==> src/rtl/mul_seq_if.sv <==
// Request/response bundle between the EX-stage pipeline and the sequential multiplier.
// The pipeline side is the master; mul_seq is the slave.
interface mul_seq_if #(
  parameter int WIDTH = 32
);
  logic             start;
  logic             is_signed;
  logic [WIDTH-1:0] op_a;
  logic [WIDTH-1:0] op_b;
  logic             cancel;
  logic             busy;
  logic             done;
  logic [WIDTH-1:0] hi;
  logic [WIDTH-1:0] lo;

  modport master (
    output start, is_signed, op_a, op_b, cancel,
    input  busy, done, hi, lo
  );

  modport slave (
    input  start, is_signed, op_a, op_b, cancel,
    output busy, done, hi, lo
  );
endinterface

==> src/rtl/mul_seq.sv <==
// Multi-cycle shift-add MULT/MULTU controller sharing one external WIDTH-bit adder.
// Signed operands are made positive first and the 2*WIDTH-bit product negated at the end.
module mul_seq #(
  parameter int WIDTH = 32
) (
  input  logic             clk,
  input  logic             resetn,
  mul_seq_if.slave         bus,
  output logic [WIDTH-1:0] add_a,
  output logic [WIDTH-1:0] add_b,
  input  logic [WIDTH-1:0] add_s
);

  localparam int CW = $clog2(WIDTH) + 1;

  typedef enum logic [2:0] {
    IDLE,
    ABS_A,
    ABS_B,
    RUN,
    NEG_LO,
    NEG_HI,
    DONE
  } state_t;

  state_t           state_reg;
  state_t           state_next;
  logic [WIDTH-1:0] mcand_reg;
  logic [WIDTH-1:0] hi_reg;
  logic [WIDTH-1:0] lo_reg;
  logic [CW-1:0]    cnt_reg;
  logic             neg_reg;
  logic             cy_reg;
  logic             sb_reg;
  logic             busy_reg;
  logic             done_reg;

  logic             sa;
  logic             sb;
  logic             carry;
  logic             last_bit;

  assign sa       = bus.is_signed & bus.op_a[WIDTH-1];
  assign sb       = bus.is_signed & bus.op_b[WIDTH-1];
  // The adder has no carry-out; an unsigned wrap shows up as a sum below an operand.
  assign carry    = (add_s < add_a);
  assign last_bit = (cnt_reg == CW'(WIDTH - 1));

  assign bus.busy = busy_reg;
  assign bus.done = done_reg;
  assign bus.hi   = hi_reg;
  assign bus.lo   = lo_reg;

  always_comb begin
    add_a = '0;
    add_b = '0;
    case (state_reg)
      ABS_A: begin
        add_a = ~mcand_reg;
        add_b = WIDTH'(1);
      end
      ABS_B: begin
        add_a = ~lo_reg;
        add_b = WIDTH'(1);
      end
      RUN: begin
        add_a = hi_reg;
        add_b = lo_reg[0] ? mcand_reg : '0;
      end
      NEG_LO: begin
        add_a = ~lo_reg;
        add_b = WIDTH'(1);
      end
      NEG_HI: begin
        add_a = ~hi_reg;
        add_b = {{(WIDTH-1){1'b0}}, cy_reg};
      end
      default: begin
        add_a = '0;
        add_b = '0;
      end
    endcase
  end

  always_comb begin
    state_next = state_reg;
    if (bus.cancel) begin
      state_next = IDLE;
    end else begin
      case (state_reg)
        IDLE: begin
          if (bus.start) begin
            if (sa)      state_next = ABS_A;
            else if (sb) state_next = ABS_B;
            else         state_next = RUN;
          end
        end
        ABS_A:   state_next = sb_reg ? ABS_B : RUN;
        ABS_B:   state_next = RUN;
        RUN: begin
          if (last_bit) state_next = neg_reg ? NEG_LO : DONE;
        end
        NEG_LO:  state_next = NEG_HI;
        NEG_HI:  state_next = DONE;
        DONE:    state_next = IDLE;
        default: state_next = IDLE;
      endcase
    end
  end

  always_ff @(posedge clk or negedge resetn) begin
    if (!resetn) begin
      state_reg <= IDLE;
      mcand_reg <= '0;
      hi_reg    <= '0;
      lo_reg    <= '0;
      cnt_reg   <= '0;
      neg_reg   <= 1'b0;
      cy_reg    <= 1'b0;
      sb_reg    <= 1'b0;
      busy_reg  <= 1'b0;
      done_reg  <= 1'b0;
    end else begin
      state_reg <= state_next;
      busy_reg  <= (state_next != IDLE);
      done_reg  <= (state_next == DONE);
      if (!bus.cancel) begin
        case (state_reg)
          IDLE: begin
            if (bus.start) begin
              mcand_reg <= bus.op_a;
              lo_reg    <= bus.op_b;
              hi_reg    <= '0;
              cnt_reg   <= '0;
              neg_reg   <= sa ^ sb;
              sb_reg    <= sb;
            end
          end
          ABS_A:  mcand_reg <= add_s;
          ABS_B:  lo_reg    <= add_s;
          // Shift the carry and new partial sum into hi while the consumed multiplier bit leaves lo.
          RUN: begin
            hi_reg  <= {carry, add_s[WIDTH-1:1]};
            lo_reg  <= {add_s[0], lo_reg[WIDTH-1:1]};
            cnt_reg <= cnt_reg + CW'(1);
          end
          NEG_LO: begin
            lo_reg <= add_s;
            cy_reg <= (lo_reg == '0);
          end
          NEG_HI: hi_reg <= add_s;
          default: begin
          end
        endcase
      end
    end
  end

endmodule

==> src/flat_wrapper.sv <==
// flat-port wrapper written by rule: the top's interface ports become plain ports
module mul_seq_flat 
#(
  parameter int WIDTH = 32
)
  (clk, resetn, add_a, add_b, add_s, bus_start, bus_is_signed, bus_op_a, bus_op_b, bus_cancel, bus_busy, bus_done, bus_hi, bus_lo);
  mul_seq_if #(.WIDTH(WIDTH)) bus_i ();
  input  logic clk;
  input  logic resetn;
  output logic [WIDTH-1:0] add_a;
  output logic [WIDTH-1:0] add_b;
  input  logic [WIDTH-1:0] add_s;
  input wire logic [$bits(bus_i.start)-1:0] bus_start;
  input wire logic [$bits(bus_i.is_signed)-1:0] bus_is_signed;
  input wire logic [$bits(bus_i.op_a)-1:0] bus_op_a;
  input wire logic [$bits(bus_i.op_b)-1:0] bus_op_b;
  input wire logic [$bits(bus_i.cancel)-1:0] bus_cancel;
  output wire logic [$bits(bus_i.busy)-1:0] bus_busy;
  output wire logic [$bits(bus_i.done)-1:0] bus_done;
  output wire logic [$bits(bus_i.hi)-1:0] bus_hi;
  output wire logic [$bits(bus_i.lo)-1:0] bus_lo;
  assign bus_i.start = bus_start;
  assign bus_i.is_signed = bus_is_signed;
  assign bus_i.op_a = bus_op_a;
  assign bus_i.op_b = bus_op_b;
  assign bus_i.cancel = bus_cancel;
  assign bus_busy = bus_i.busy;
  assign bus_done = bus_i.done;
  assign bus_hi = bus_i.hi;
  assign bus_lo = bus_i.lo;
  mul_seq #(.WIDTH(WIDTH)) u_core (.clk(clk), .resetn(resetn), .bus(bus_i), .add_a(add_a), .add_b(add_b), .add_s(add_s));
endmodule
==> config.mk <==
export PLATFORM = sky130hd
export DESIGN_NAME = mul_seq_flat
export DESIGN_NICKNAME = d
export VERILOG_FILES = /design/src/rtl/mul_seq_if.sv /design/src/rtl/mul_seq.sv /design/src/flat_wrapper.sv
export SDC_FILE = /design/constraint.sdc
export NUM_CORES = 1
export LEC_CHECK = 0
export CAP_MARGIN = 10
export CORE_MARGIN = 2
export CORE_UTILIZATION = 51
export CTS_BUF_LIST = sky130_fd_sc_hd__clkbuf_8
export DETAILED_ROUTE_END_ITERATION = 7
export GPL_ROUTABILITY_DRIVEN = 0
export MAX_ROUTING_LAYER = met4
export PLACE_DENSITY = 0.84
export SLEW_MARGIN = 10
export SYNTH_ARGS = -nofsm -noshare
export SYNTH_HDL_FRONTEND = slang
export SYNTH_SLANG_ARGS = --single-unit
==> constraint.sdc <==
create_clock -name clk -period 3.4 [get_ports clk]
set_input_delay 0.68 -clock clk [delete_from_list [all_inputs] [get_ports clk]]
set_output_delay 0.68 -clock clk [all_outputs]
set_load 0.01 [all_outputs]
==> results.cfg <==
[synth]
async_flop_share_pct = 100
synth_top_area_share_pct = 32.7
synth_area_um2 = 8420
yosys_most_used_dff = dfrtp_1
syn_area_per_cell_um2 = 8.11
yosysUniqueCellTypes = 53
synth_seq_area_share_pct = 32.7
ys_top_cells_by_area = dfrtp_1, nor2_1, o21ai_0
synth-edff-count = 0
synthCells = 1038
yosysWarnings = 0
synth_seq_cells = 110
synth_fp_nets = 1172
synth_top_cell_by_area = dfrtp_1

[timing]
tightest_slew_ns = 1.06
clock_skew_ns = 0.00721
holdWs_ns = 0.240
fin_setup_tns_ns = 0
max-slew-margin-rel_pct = 29.4
timing.final.crit_period_ns = 3.20
fin_crit_sh_pct = 94.2
setup_viol = 0
fmaxAchievable_ghz = 0.312
hold_viol_final = 0
rsz0062_at_grt = no
setup_ws_ns = 0.196
slew_violations = 0

[route]
vias = 8871
antenna_left = 0
viasPerCell = 6.16
wl_per_cell_um = 19.6
drt-pass1-iter-count = 7
route.detailed.drc = 0
routed_wirelength_um = 28200
drt_iter0_markers = 1093

[clock_network]
numCtsBuffers = 9
clk_latency_ns = 0.39
post_cts_buffers = 0
clock-sinks = 110
htree_num_levels = 3
hold_buffers = 0
ctsResizeCount = 0
cts_buffer_depth = 2
cts.clk_slew.worst_paths_ns = 0.11
cts_tree = done
clk_root_buffer_cell = clkbuf_8

[die]
dieWidth_um = 133
ioPinCount = 231
rows = 46
start_util_pct = 52.6
dieHeight_um = 133
core_region_area_um2 = 16000
dieArea_um2 = 17600

[layout]
n_antenna_cell = 0
final_area_um2 = 11100
area_delta_synth_final_pct = 31.7
fin_nets = 1352
drive_above_1_share_pct = 10.2
post-route-util_pct = 69.3
instances_no_fill = 1439

[placed_design]
postPlaceCellArea_um2 = 10900
port_buffers = 230
place_inst = 1423
dp_hpwl_um = 19900
place_ws_ns = 0.376

[global_route]
grt_pass1_wl_um = 45900
grt_usage_pct = 33.1
grt_pass1_vias = 8494
grt-ovfl-total = 0
antenna_found_initial = 0
grt_max_degree = 112

[setup_path]
critPathKind = reg2out
end_kind = primary output
start_kind = flip-flop
rr_endpoint = u_core.bus.hi[31]
timing.rr.start = u_core.state_reg[0]
endpoint = add_a[1]
reg2reg_depth = 10
regToRegSetupSlack_ns = 0.30
cp_max_fo = 18
crit_start = u_core.state_reg[1]
crit_arrival_ns = 2.52
critPathRequiredTime_ns = 2.72

[pwr]
leakage_nw = 4.74
p_total_mw = 5.38
powerDensity_nw_per_um2 = 485
vdd_drop_max_mv = 0.243

[flow_run]
max_cap_violations = 0

[run_status]
status = finished clean

[min_path]
hp-class = in2async
==> metal layers <==
| metal | global-route usage [%] | wire length [µm] | vias up |
|---|---|---|---|
| met1 | 44.5 | 11800 | 4178 |
| met2 | 51.0 | 13000 | 521 |
| met5 | - | 0 | - |
| li1 | - | - | 4097 |
| met4 | 11.8 | 905 | 0 |
| met3 | 5.10 | 2480 | 75 |
==> cell families (layout without fill, tap and decap cells) <==
family                     after synthesis  count (layout)  synth area share (%)
buffers and inverters                  123             308                  7.03
DFF                                    110             110                  32.7
muxes                                   67              67                  8.47
and+or+nand+nor                        365             365                  19.2
xor gates and xnor gates                 5               5                 0.832
AOI/OAI and AO/OA                      335             335                  26.9
adders and majority gates               33              33                  4.90
==> cell usage after synthesis, types with 2 or more instances <==
cell type,instances
nand2_1,115
dfrtp_1,110
o21ai_1,6
a21oi_1,49
mux2_2,34
buf_2,20
mux2i_1,33
a21o_1,36
nor4_1,9
buf_6,7
a22oi_1,31
nand3_1,6
a21oi_2,30
nor2_1,144
and3_1,33
clkbuf_1,44
o211ai_1,2
nor3_1,39
o21ai_0,96
inv_2,2
buf_1,3
xor2_1,2
a2111oi_0,34
ha_1,33
o21a_1,3
o22ai_1,2
inv_1,33
buf_4,14
nand4_1,7
a211oi_1,7
o22a_1,31
a31oi_1,2
==> worst min-delay path by stage <==
| stage | cells after the start | slack, ns | endpoint |
|---|---|---|---|
| finish | 1 | 0.24 | u_core.bus.hi[27] |
| global route | 1 | 0.28 | u_core.bus.hi[27] |
| CTS | 1 | 0.25 | u_core.mcand_reg[26] |
| detailed placement | 2 | 0.50 | u_core.mcand_reg[10] |
| global placement | 2 | 0.49 | u_core.mcand_reg[21] |
| floorplan | 0 | 0.38 | u_core.bus.busy |
==> critical path, cell delays in order (launching register included) <==
cell,delay (ns)
dfrtp_4,0.51
inv_2,0.11
nand2_1,0.18
buf_4,0.28
nor2_1,0.13
a21oi_1,0.05
o22a_1,0.24
inv_1,0.10
clkdlybuf4s50_1,0.54
==> cell type report <==
class / count / area, µm²
clock buffers: 9 / 124
flip-flops and latches: 110 / 2760
fillers: 1302 / 4900
well taps: 216 / 270
multi-input cells: 805 / 5110
repair buffers: 257 / 2630
inverters: 35 / 131
clock inverters: 7 / 66.3
==> power by group <==
group / leakage [nW] / total [mW] / switching (mW) / internal, mW
combinational: 3.30 / 2.51 / 1.22 / 1.30
clock: 0.0924 / 0.821 / 0.485 / 0.336
sequential: 1.35 / 2.05 / 0.433 / 1.62
total: 4.74 / 5.38 / 2.13 / 3.25
==> cell usage in the layout (no fill, tap or decap), types with 6 or more instances in the layout <==
cell	instances
a2111oi_0	34
a211oi_1	7
a21o_1	36
a21oi_1	49
a21oi_2	30
a22oi_1	31
and3_1	33
buf_12	10
buf_4	18
clkbuf_8	9
clkdlybuf4s50_1	229
dfrtp_1	107
ha_1	33
inv_1	34
mux2_2	34
mux2i_1	33
nand2_1	115
nand3_1	6
nand4_1	7
nor2_1	143
nor3_1	38
nor4_1	9
o21ai_0	96
o22a_1	31
(Power assumes the default switching activity.)
